$ cat config.mk
export PLATFORM = sky130hd
export DESIGN_NAME = crossgrid_ctrl
export DESIGN_NICKNAME = d
export VERILOG_FILES = /design/src/rtl/crossgrid_pkg.sv /design/src/rtl/crossgrid_route_table.sv /design/src/rtl/crossgrid_ctrl.sv
export SDC_FILE = /design/constraint.sdc
export NUM_CORES = 1
export LEC_CHECK = 0
export CAP_MARGIN = 5
export CORE_ASPECT_RATIO = 1.75
export CORE_MARGIN = 1.5
export CORE_UTILIZATION = 49
export CTS_CLUSTER_DIAMETER = 40
export DETAILED_ROUTE_END_ITERATION = 12
export GPL_ROUTABILITY_DRIVEN = 0
export HOLD_SLACK_MARGIN = 0.12
export PLACE_DENSITY = 0.84
export SYNTH_ARGS = -nofsm -noshare
export SYNTH_HDL_FRONTEND = slang
export SYNTH_HIERARCHICAL = 1
export SYNTH_SLANG_ARGS = --single-unit
$ cat constraint.sdc
create_clock -name clk -period 4 [get_ports clk]
set_input_delay 1.2 -clock clk [delete_from_list [all_inputs] [get_ports clk]]
set_output_delay 1.2 -clock clk [all_outputs]
set_load 0.02 [all_outputs]
$ cat src/rtl/crossgrid_pkg.sv
// Shared encodings for the crossgrid configuration controller: command ops,
// response status codes and controller FSM states.
package crossgrid_pkg;

    typedef enum logic [1:0] {
        OP_CONNECT    = 2'd0,
        OP_DISCONNECT = 2'd1,
        OP_QUERY      = 2'd2,
        OP_CLEAR_ALL  = 2'd3
    } op_t;

    typedef enum logic [1:0] {
        ST_OK       = 2'd0,
        ST_CONFLICT = 2'd1,
        ST_BAD_PORT = 2'd2,
        ST_NOT_CONN = 2'd3
    } status_t;

    typedef enum logic [1:0] {
        S_IDLE   = 2'd0,
        S_CHECK  = 2'd1,
        S_SETTLE = 2'd2,
        S_RESP   = 2'd3
    } state_t;

endpackage

$ cat src/rtl/crossgrid_route_table.sv
// Per-output routing table ({valid, src} per dst) with lookup by dst and a
// registered crosspoint decode that lands in the same cycle as the table write.
module crossgrid_route_table
    import crossgrid_pkg::*;
#(
    parameter int number_ports = 4,
    localparam int PW = $clog2(number_ports)
) (
    input  logic                             clk,
    input  logic                             rst_n,
    input  logic                             wr_en,
    input  logic [PW-1:0]                    wr_dst,
    input  logic [PW-1:0]                    wr_src,
    input  logic                             clr_en,
    input  logic [PW-1:0]                    clr_dst,
    input  logic                             clr_all,
    input  logic [PW-1:0]                    lk_dst,
    output logic                             lk_valid,
    output logic [PW-1:0]                    lk_src,
    output logic                             any_valid,
    output logic [number_ports*number_ports-1:0] ctr
);

    localparam logic [PW:0] NP = (PW+1)'(number_ports);

    logic [number_ports-1:0]         tbl_v, tbl_v_n;
    logic [number_ports-1:0][PW-1:0] tbl_s, tbl_s_n;
    logic [number_ports*number_ports-1:0] ctr_n;

    always_comb begin
        tbl_v_n = tbl_v;
        tbl_s_n = tbl_s;
        if (clr_all)
            tbl_v_n = '0;
        if (clr_en && ({1'b0, clr_dst} < NP))
            tbl_v_n[clr_dst] = 1'b0;
        if (wr_en && ({1'b0, wr_dst} < NP)) begin
            tbl_v_n[wr_dst] = 1'b1;
            tbl_s_n[wr_dst] = wr_src;
        end
    end

    // Decode from the next-state table so ctr moves on the same edge as the write.
    always_comb begin
        ctr_n = '0;
        for (int unsigned j = 0; j < number_ports; j++)
            for (int unsigned i = 0; i < number_ports; i++)
                if (tbl_v_n[j] && (tbl_s_n[j] == i[PW-1:0]))
                    ctr_n[i*number_ports + j] = 1'b1;
    end

    always_ff @(posedge clk or negedge rst_n) begin
        if (!rst_n) begin
            tbl_v <= '0;
            tbl_s <= '0;
            ctr   <= '0;
        end else begin
            tbl_v <= tbl_v_n;
            tbl_s <= tbl_s_n;
            ctr   <= ctr_n;
        end
    end

    always_comb begin
        lk_valid = 1'b0;
        lk_src   = '0;
        if ({1'b0, lk_dst} < NP) begin
            lk_valid = tbl_v[lk_dst];
            lk_src   = tbl_s[lk_dst];
        end
    end

    assign any_valid = |tbl_v;

endmodule

$ cat src/rtl/crossgrid_ctrl.sv
// Command/response controller for the crossgrid fabric: validates commands
// against the routing table, updates ctr and holds cfg_stable low while it settles.
module crossgrid_ctrl
    import crossgrid_pkg::*;
#(
    parameter int number_ports  = 4,
    parameter int settle_cycles = 2,
    localparam int PW = $clog2(number_ports)
) (
    input  logic                                 clk,
    input  logic                                 rst_n,
    input  logic                                 cmd_valid,
    output logic                                 cmd_ready,
    input  logic [1:0]                           cmd_op,
    input  logic [PW-1:0]                        cmd_src,
    input  logic [PW-1:0]                        cmd_dst,
    output logic                                 rsp_valid,
    input  logic                                 rsp_ready,
    output logic [1:0]                           rsp_status,
    output logic [PW-1:0]                        rsp_src,
    output logic [number_ports*number_ports-1:0] ctr,
    output logic                                 cfg_stable
);

    localparam logic [PW:0] NP = (PW+1)'(number_ports);
    localparam int CW = (settle_cycles < 1) ? 1 : $clog2(settle_cycles + 1);

    state_t        state;
    op_t           op_q;
    logic [PW-1:0] src_q, dst_q;
    logic [CW-1:0] cnt;

    logic          lk_valid, any_valid;
    logic [PW-1:0] lk_src;

    status_t       ev_status;
    logic [PW-1:0] ev_src;
    logic          ev_change, ev_wr, ev_clr, ev_clr_all;
    logic          bad_src, bad_dst, in_check;

    assign bad_src  = ({1'b0, src_q} >= NP);
    assign bad_dst  = ({1'b0, dst_q} >= NP);
    assign in_check = (state == S_CHECK);

    always_comb begin
        ev_status  = ST_OK;
        ev_src     = src_q;
        ev_change  = 1'b0;
        ev_wr      = 1'b0;
        ev_clr     = 1'b0;
        ev_clr_all = 1'b0;
        case (op_q)
            OP_CONNECT: begin
                if (bad_src || bad_dst) begin
                    ev_status = ST_BAD_PORT;
                end else if (!lk_valid) begin
                    ev_wr     = 1'b1;
                    ev_change = 1'b1;
                end else if (lk_src != src_q) begin
                    ev_status = ST_CONFLICT;
                    ev_src    = lk_src;
                end
            end
            OP_DISCONNECT: begin
                if (bad_src || bad_dst) begin
                    ev_status = ST_BAD_PORT;
                end else if (lk_valid && (lk_src == src_q)) begin
                    ev_clr    = 1'b1;
                    ev_change = 1'b1;
                end else begin
                    ev_status = ST_NOT_CONN;
                end
            end
            OP_QUERY: begin
                if (bad_dst) begin
                    ev_status = ST_BAD_PORT;
                end else if (lk_valid) begin
                    ev_src = lk_src;
                end else begin
                    ev_status = ST_NOT_CONN;
                    ev_src    = '0;
                end
            end
            default: begin
                ev_clr_all = any_valid;
                ev_change  = any_valid;
            end
        endcase
    end

    crossgrid_route_table #(
        .number_ports (number_ports)
    ) u_table (
        .clk       (clk),
        .rst_n     (rst_n),
        .wr_en     (in_check && ev_wr),
        .wr_dst    (dst_q),
        .wr_src    (src_q),
        .clr_en    (in_check && ev_clr),
        .clr_dst   (dst_q),
        .clr_all   (in_check && ev_clr_all),
        .lk_dst    (dst_q),
        .lk_valid  (lk_valid),
        .lk_src    (lk_src),
        .any_valid (any_valid),
        .ctr       (ctr)
    );

    always_ff @(posedge clk or negedge rst_n) begin
        if (!rst_n) begin
            state      <= S_IDLE;
            cmd_ready  <= 1'b1;
            rsp_valid  <= 1'b0;
            rsp_status <= ST_OK;
            rsp_src    <= '0;
            cfg_stable <= 1'b1;
            cnt        <= '0;
            op_q       <= OP_CONNECT;
            src_q      <= '0;
            dst_q      <= '0;
        end else begin
            case (state)
                S_IDLE: begin
                    if (cmd_valid) begin
                        op_q      <= op_t'(cmd_op);
                        src_q     <= cmd_src;
                        dst_q     <= cmd_dst;
                        cmd_ready <= 1'b0;
                        state     <= S_CHECK;
                    end
                end
                S_CHECK: begin
                    rsp_status <= ev_status;
                    rsp_src    <= ev_src;
                    if (ev_change) begin
                        cfg_stable <= 1'b0;
                        cnt        <= CW'(settle_cycles);
                        state      <= S_SETTLE;
                    end else begin
                        rsp_valid <= 1'b1;
                        state     <= S_RESP;
                    end
                end
                S_SETTLE: begin
                    if (cnt == '0) begin
                        cfg_stable <= 1'b1;
                        rsp_valid  <= 1'b1;
                        state      <= S_RESP;
                    end else begin
                        cnt <= cnt - CW'(1);
                    end
                end
                default: begin
                    if (rsp_ready) begin
                        rsp_valid <= 1'b0;
                        cmd_ready <= 1'b1;
                        state     <= S_IDLE;
                    end
                end
            endcase
        end
    end

endmodule

Word-level counts from Yosys, hierarchy flattened
Cells that the tools add are included.
{"block": "op_classes", "n_addsub": 1, "n_lt_le_gt_ge": 2, "eq_ne": 23, "n_mux": 61, "bitwise_logic": 5, "n_reduce_logical": 41}
{"operator": "$mux 1", "count": 32}
{"operator": "$mux 2", "count": 12}
{"operator": "$logic_and 1x1->1", "count": 21}
{"operator": "$eq 2x2->1 const B", "count": 10}
{"operator": "$logic_not 2->1", "count": 7}
{"operator": "$eq 2x1->1 const B", "count": 6}
{"operator": "$mux 4", "count": 3}
{"operator": "$pmux 2 s3", "count": 2}
{"operator": "$reduce_and 3->1", "count": 4}
{"operator": "$ne 2x2->1 const B", "count": 5}
{"operator": "$bwmux 8", "count": 1}
{"operator": "$mux 8", "count": 1}
{"operator": "$pmux 2 s2", "count": 2}
{"operator": "$pmux 1 s3", "count": 2}
{"operator": "$and 4x4->4", "count": 1}
{"operator": "$bmux 2 s2", "count": 1}
{"operator": "$demux 2 s2", "count": 1}
{"operator": "$not 4->4", "count": 1}
{"operator": "$or 4x4->4", "count": 1}
{"operator": "$pmux 1 s2", "count": 2}
{"operator": "$reduce_and 4->1", "count": 1}
{"operator": "$reduce_bool 2->1", "count": 2}
{"operator": "$reduce_bool 4->1", "count": 1}
{"operator": "$reduce_or 4->1", "count": 1}
{"operator": "other kinds (12)", "count": 13}
{"block": "totals", "reg_bits": 45, "inputBits": 10, "word_cells": 149}

Longest topological paths before layout
{"block": "logic_depth", "word_depth": 12, "depth_mapped": 9}

Cells and area by module
The synthesis kept the hierarchy.
{"mod": "crossgrid_route_table", "instances": 1, "cells_per_inst": 102, "area_per_inst_um2": 1233.7, "seq_area_each_um2": 700.7}
{"mod": "crossgrid_ctrl", "instances": 1, "cells_per_inst": 100, "area_per_inst_um2": 1044.8, "seq_area_each_um2": 427.9}

Worst setup path before layout
OpenSTA, ideal clock, no wires.
{"block": "synth_timing", "path_kind": "reg2reg", "start": "register dst_q[0]", "end": "register u_table.ctr[0]", "setup_ps": 154, "arrival_time_ps": 2397, "t_required_ps": 3846, "slack_ps": 1448, "path_stages_with_launch": 8, "n_path_buf": 0, "synth_period_minus_slack_ps": 2552, "path_cell_list": "dfrtp_1 > mux4_2 > xnor2_2 > nand3_1 > nor3_1 > inv_1 > o311ai_1 > o32ai_1"}
{"block": "synth_via", "elab_chain_len": 12}
{"element": "start, declared", "line_no": "crossgrid_ctrl.sv:30", "source": "logic [PW-1:0] src_q, dst_q;"}
{"element": "start signal, assigned", "line_no": "crossgrid_ctrl.sv:127", "source": "dst_q <= cmd_dst;"}
{"element": "$bmux 2 s2 (*)", "line_no": "crossgrid_route_table.sv:69", "source": "lk_src = tbl_s[lk_dst];"}
{"element": "$mux 2 (not written as such) (*)", "line_no": "crossgrid_route_table.sv:69"}
{"element": "via lk_src[0]", "line_no": "crossgrid_ctrl.sv:34", "source": "logic [PW-1:0] lk_src;"}
{"element": "$eq 2x2->1 (*)", "line_no": "crossgrid_ctrl.sv:67", "source": "end else if (lk_valid && (lk_src == src_q)) begin"}
{"element": "$logic_and 1x1->1 (*)", "line_no": "crossgrid_ctrl.sv:67"}
{"element": "$mux 1 (*)", "line_no": "crossgrid_ctrl.sv:67"}
{"element": "$mux 1 (*)", "line_no": "crossgrid_ctrl.sv:52", "source": "case (op_q)"}
{"element": "$logic_and 1x1->1 (*)", "line_no": "crossgrid_ctrl.sv:99", "source": ".clr_en (in_check && ev_clr),"}
{"element": "$mux 4 (*)", "line_no": "crossgrid_route_table.sv:35", "source": "if (clr_en && ({1'b0, clr_dst} < NP))"}
{"element": "$or 4x4->4 (no line)"}
{"element": "$mux 4 (*)", "line_no": "crossgrid_route_table.sv:37", "source": "if (wr_en && ({1'b0, wr_dst} < NP)) begin"}
{"element": "$logic_and 1x1->1 (*)", "line_no": "crossgrid_route_table.sv:48", "source": "if (tbl_v_n[j] && (tbl_s_n[j] == i[PW-1:0]))"}
{"element": "$mux 1 (*)", "line_no": "crossgrid_route_table.sv:48"}
{"element": "via u_table.ctr_n[0]", "line_no": "crossgrid_route_table.sv:28", "source": "logic [number_ports*number_ports-1:0] ctr_n;"}
{"element": "end signal, assigned", "line_no": "crossgrid_route_table.sv:60", "source": "ctr <= ctr_n;"}
{"element": "end, declared", "line_no": "crossgrid_route_table.sv:21", "source": "output logic [number_ports*number_ports-1:0] ctr"}
The timed path passes the listed nets; every way through them passes the cells marked *. The select of a mux whose other input is x is not followed.
A chain may end at the register's enable or synchronous reset.

Worst setup path in the final report
Ends and elaborated chain as after synthesis.

==> impl_metrics.ini <==
[power_and_ir_drop]
sequentialPowerShare = 0.377
power.share.clock = 0.119
p_int_mw = 1.31
largest_vdd_supply_drop_v = 0.000511
combPwrFrac = 0.504
power_density_nw_per_um2 = 828
leakage_nw = 1.15
swShare = 0.413
netSwitchingPower_uw = 920

[timing]
number_of_hold_violations_in_the_final_report = 0
min_period_over_period = 0.727
worstMarginPinSlew_ns = 0.991
tns_ns = 0
skew_ns = 0.0107
holdWs_ns = 0.510
time_the_worst_path_needs_with_i_o_delays_and_setup_ns = 2.91
final_max_slew_viol_count = 0
unrepaired_setup_endpoints_after_global_routing = no
setup_violations = 0
rel_slew_slack = 0.340
max_freq_ghz = 0.344

[detailed_routing]
wire_length_reported_by_the_detailed_router_um = 4570
drtIter0Drc = 49
drt-wirelength-per-cell_um = 16.1
ant_nets = 0
via_per_inst = 5.92
drc = 0
detailroute.via_count = 1680
drt_pre_antenna_iters = 4

[worst_setup_path]
critical_path_class = flip-flop to flip-flop
slowest_stage = mux4_2
crit_buf_inv = 1
worstReg2RegEnd = u_table/ctr[0]$_DFF_PN0_
worst_setup_path_end_kind = flip-flop
crit_end = u_table/ctr[0]$_DFF_PN0_
crit_path_cell_chain = mux4_2 -> xnor2_2 -> nand3_1 -> nor3_1 -> inv_1 -> o311ai_1 -> o32ai_1
cp_num_cells = 7
worst_case_register_to_register_setup_slack_ns = 1.09
max_stage_delay_ns = 0.61
critical-path-top-delay-family = compound AO/OA/AOI/OAI gates
critical_path.startpoint_type = flip-flop
r2r_start = dst_q[0]$_DFFE_PN0P_
r2r.worst_path.cells = 7
worst-path-max-fanout = 12
worstPathArrival_ns = 3.04
cp_startpoint = dst_q[0]$_DFFE_PN0P_
worst-endpoint-required_ns = 4.13

[final_layout]
register_area_um2 = 1130
drive_above_1_share = 0.163
fillers = 365
nets = 247
multi_input_logic_area_um2 = 1060
layout-area-overhead-vs-synth_pct = 18.1
fraction_of_the_core_area_covered_by_cells_at_the_end_of_the_flow = 0.606
antenna_cells_inserted = 0

[grt]
grt_usage = 0.199
overflow = 0
grt_first_pass_wirelength_um = 7430
grt_max_degree = 46
number_of_global_route_vias_before_repair = 1650
initial_antenna_violation_count = 0

[clock_network]
cts_tree = built
tritoncts.num_buffers = 5
clock_tree_root = clkbuf_8
clk_pin_slew_worst_paths_ns = 0.08
cts_num_sinks = 45
postCtsResizedCells = 0
cts_buffer_depth = 2
clock_insertion_delay_worst_skew_ns = 0.29
postCtsSetupBuffers = 0
h-tree-depth = 2
postCtsHoldBufs = 0

[placed_design]
dp_hpwl_um = 3240
io_buffer_count = 32

[yosys]
number_of_synthesized_flops_with_an_enable_pin = 0
synthTopCellsByArea = dfrtp_1 47%, mux2_2 6.4%, nand3b_1 4.0%
yosys.cell_types.count = 47
synthDominantCellAreaShare = 0.472
sequential_to_total_area_share_from_yosys_stat = 0.495
synth_ff_type = dfrtp_1
syn-num-nets = 217
yosys_register_bits = 45
syn_avg_cell_area_um2 = 11.3
netlist_instances = 202
ys_warns = 6
synth.cell_area_um2 = 2280
synth_area_leader_cell = dfrtp_1
synth-async-reset-ratio = 1.00

[die]
fp.dieArea_um2 = 5080
horizontal_die_dimension_um = 54.5
cell_rows = 32
io_pins = 33
start_util = 0.513
core_region_area_um2 = 4440
dieHeight_um = 93.2

[hold_path]
min_from = cfg_stable$_DFFE_PN1P_
hold_class = flip-flop to flip-flop

[run_status]
status = completed

[job]
max-cap-violations = 0
[cells in the mapped netlist (5+ instances only)]
cell type   n
buf_2       5
nor2_1     10
inv_1      10
nor3_1      5
nand3_1     9
o22ai_1    12
nand3b_1   12
dfrtp_1    43
a21oi_1     5
nand2_1    15
nand2b_1    5
mux2_2     13
ha_1        5
[cell type report]
class / instances / area share
Sequential cell: 45 / 0.419
Tap cell: 51 / 0.0237
Multi-Input combinational cell: 137 / 0.393
Inverter: 10 / 0.0139
Timing Repair Buffer: 33 / 0.120
Clock inverter: 1 / 0.00186
Clock buffer: 7 / 0.0284
[how the worst min path moves through the flow]
stage | slack, ns | depth (start not counted) | endpoint
finish | 0.51 | 2 | cfg_stable$_DFFE_PN1P_
global route | 0.54 | 1 | rsp_valid$_DFFE_PN0P_
CTS | 0.52 | 2 | cfg_stable$_DFFE_PN1P_
detailed placement | 0.51 | 1 | rsp_valid$_DFFE_PN0P_
global placement | 0.49 | 2 | cfg_stable$_DFFE_PN1P_
floorplan | 0.52 | 2 | cfg_stable$_DFFE_PN1P_
[flip-flops by register name (all words and copies together), names as in the netlist]
name and flops:
u_table/tbl_v 4, state 2, cmd_ready 1, cfg_stable 1, cnt 2, src_q 2
rsp_status 2, u_table/tbl_s 8, rsp_src 2, rsp_valid 1, u_table/ctr 16, op_q 2
dst_q 2
[through the flow]
| stage | cells | total power [mW] | area [um2] | setup slack, ns |
|---|---|---|---|---|
| floorplan | 202 | 1.65 | 2280 | 1.45 |
| global placement | 276 | 1.93 | 2610 | 1.24 |
| detailed placement | 276 | 1.97 | 2610 | 1.11 |
| CTS | 284 | 2.24 | 2690 | 1.08 |
| global route | 284 | 2.40 | 2690 | 0.820 |
| finish | 284 | 2.23 | 2690 | 1.09 |
[layer usage]
metal	vias to the layer above	wire, um	GRT usage	part of all wire
met4	0	131	0.121	0.029
met2	42	2490	0.336	0.55
met1	828	1800	0.226	0.39
met5	-	0	0	0
li1	798	-	-	-
met3	12	140	0.0272	0.031
[kinds of logic after synthesis]
logic type                 count (synthesis)  synth area share
DFF                                       45             0.495
and+or+nand+nor                           67             0.166
muxes                                     19             0.112
xor gates and xnor gates                   2            0.0143
AOI/OAI and AO/OA                         44             0.144
buffers and inverters                     20            0.0406
adders and majority gates                  5            0.0275
[cells in the final DEF, fill, tap and decap left out, drive strengths merged, types with 3 or more instances in the layout]
master         synthesis  routed
clkbuf                 2       7
nand3                  9       9
o21ai                  6       6
ha                     5       5
o22ai                 12      12
nand2                 15      15
dfrtp                 43      43
a31oi                  5       5
o32ai                  4       4
mux2                  16      16
nor3                   5       5
nand3b                12      12
clkdlybuf4s50          0      31
inv                   10      10
mux4                   3       3
nand2b                 6       6
a21oi                  5       5
nor2                  11      11
[tightest hold or removal path, stage by stage (launching register included)]
cell and delay (ns):
dfstp_2 0.38, inv_1 0.04, a311oi_1 0.08
[power groups by stage]
stage | Sequential [mW] | Combinational [mW] | Clock [mW]
2_1_floorplan | 0.848 | 0.801 | 0
5_1_grt | 0.873 | 1.23 | 0.294
6_report | 0.841 | 1.12 | 0.265
3_3_place_gp | 0.836 | 1.10 | 0
3_5_place_dp | 0.845 | 1.12 | 0
4_1_cts | 0.836 | 1.13 | 0.275
Note: power is estimated with default switching activity, not from simulation.
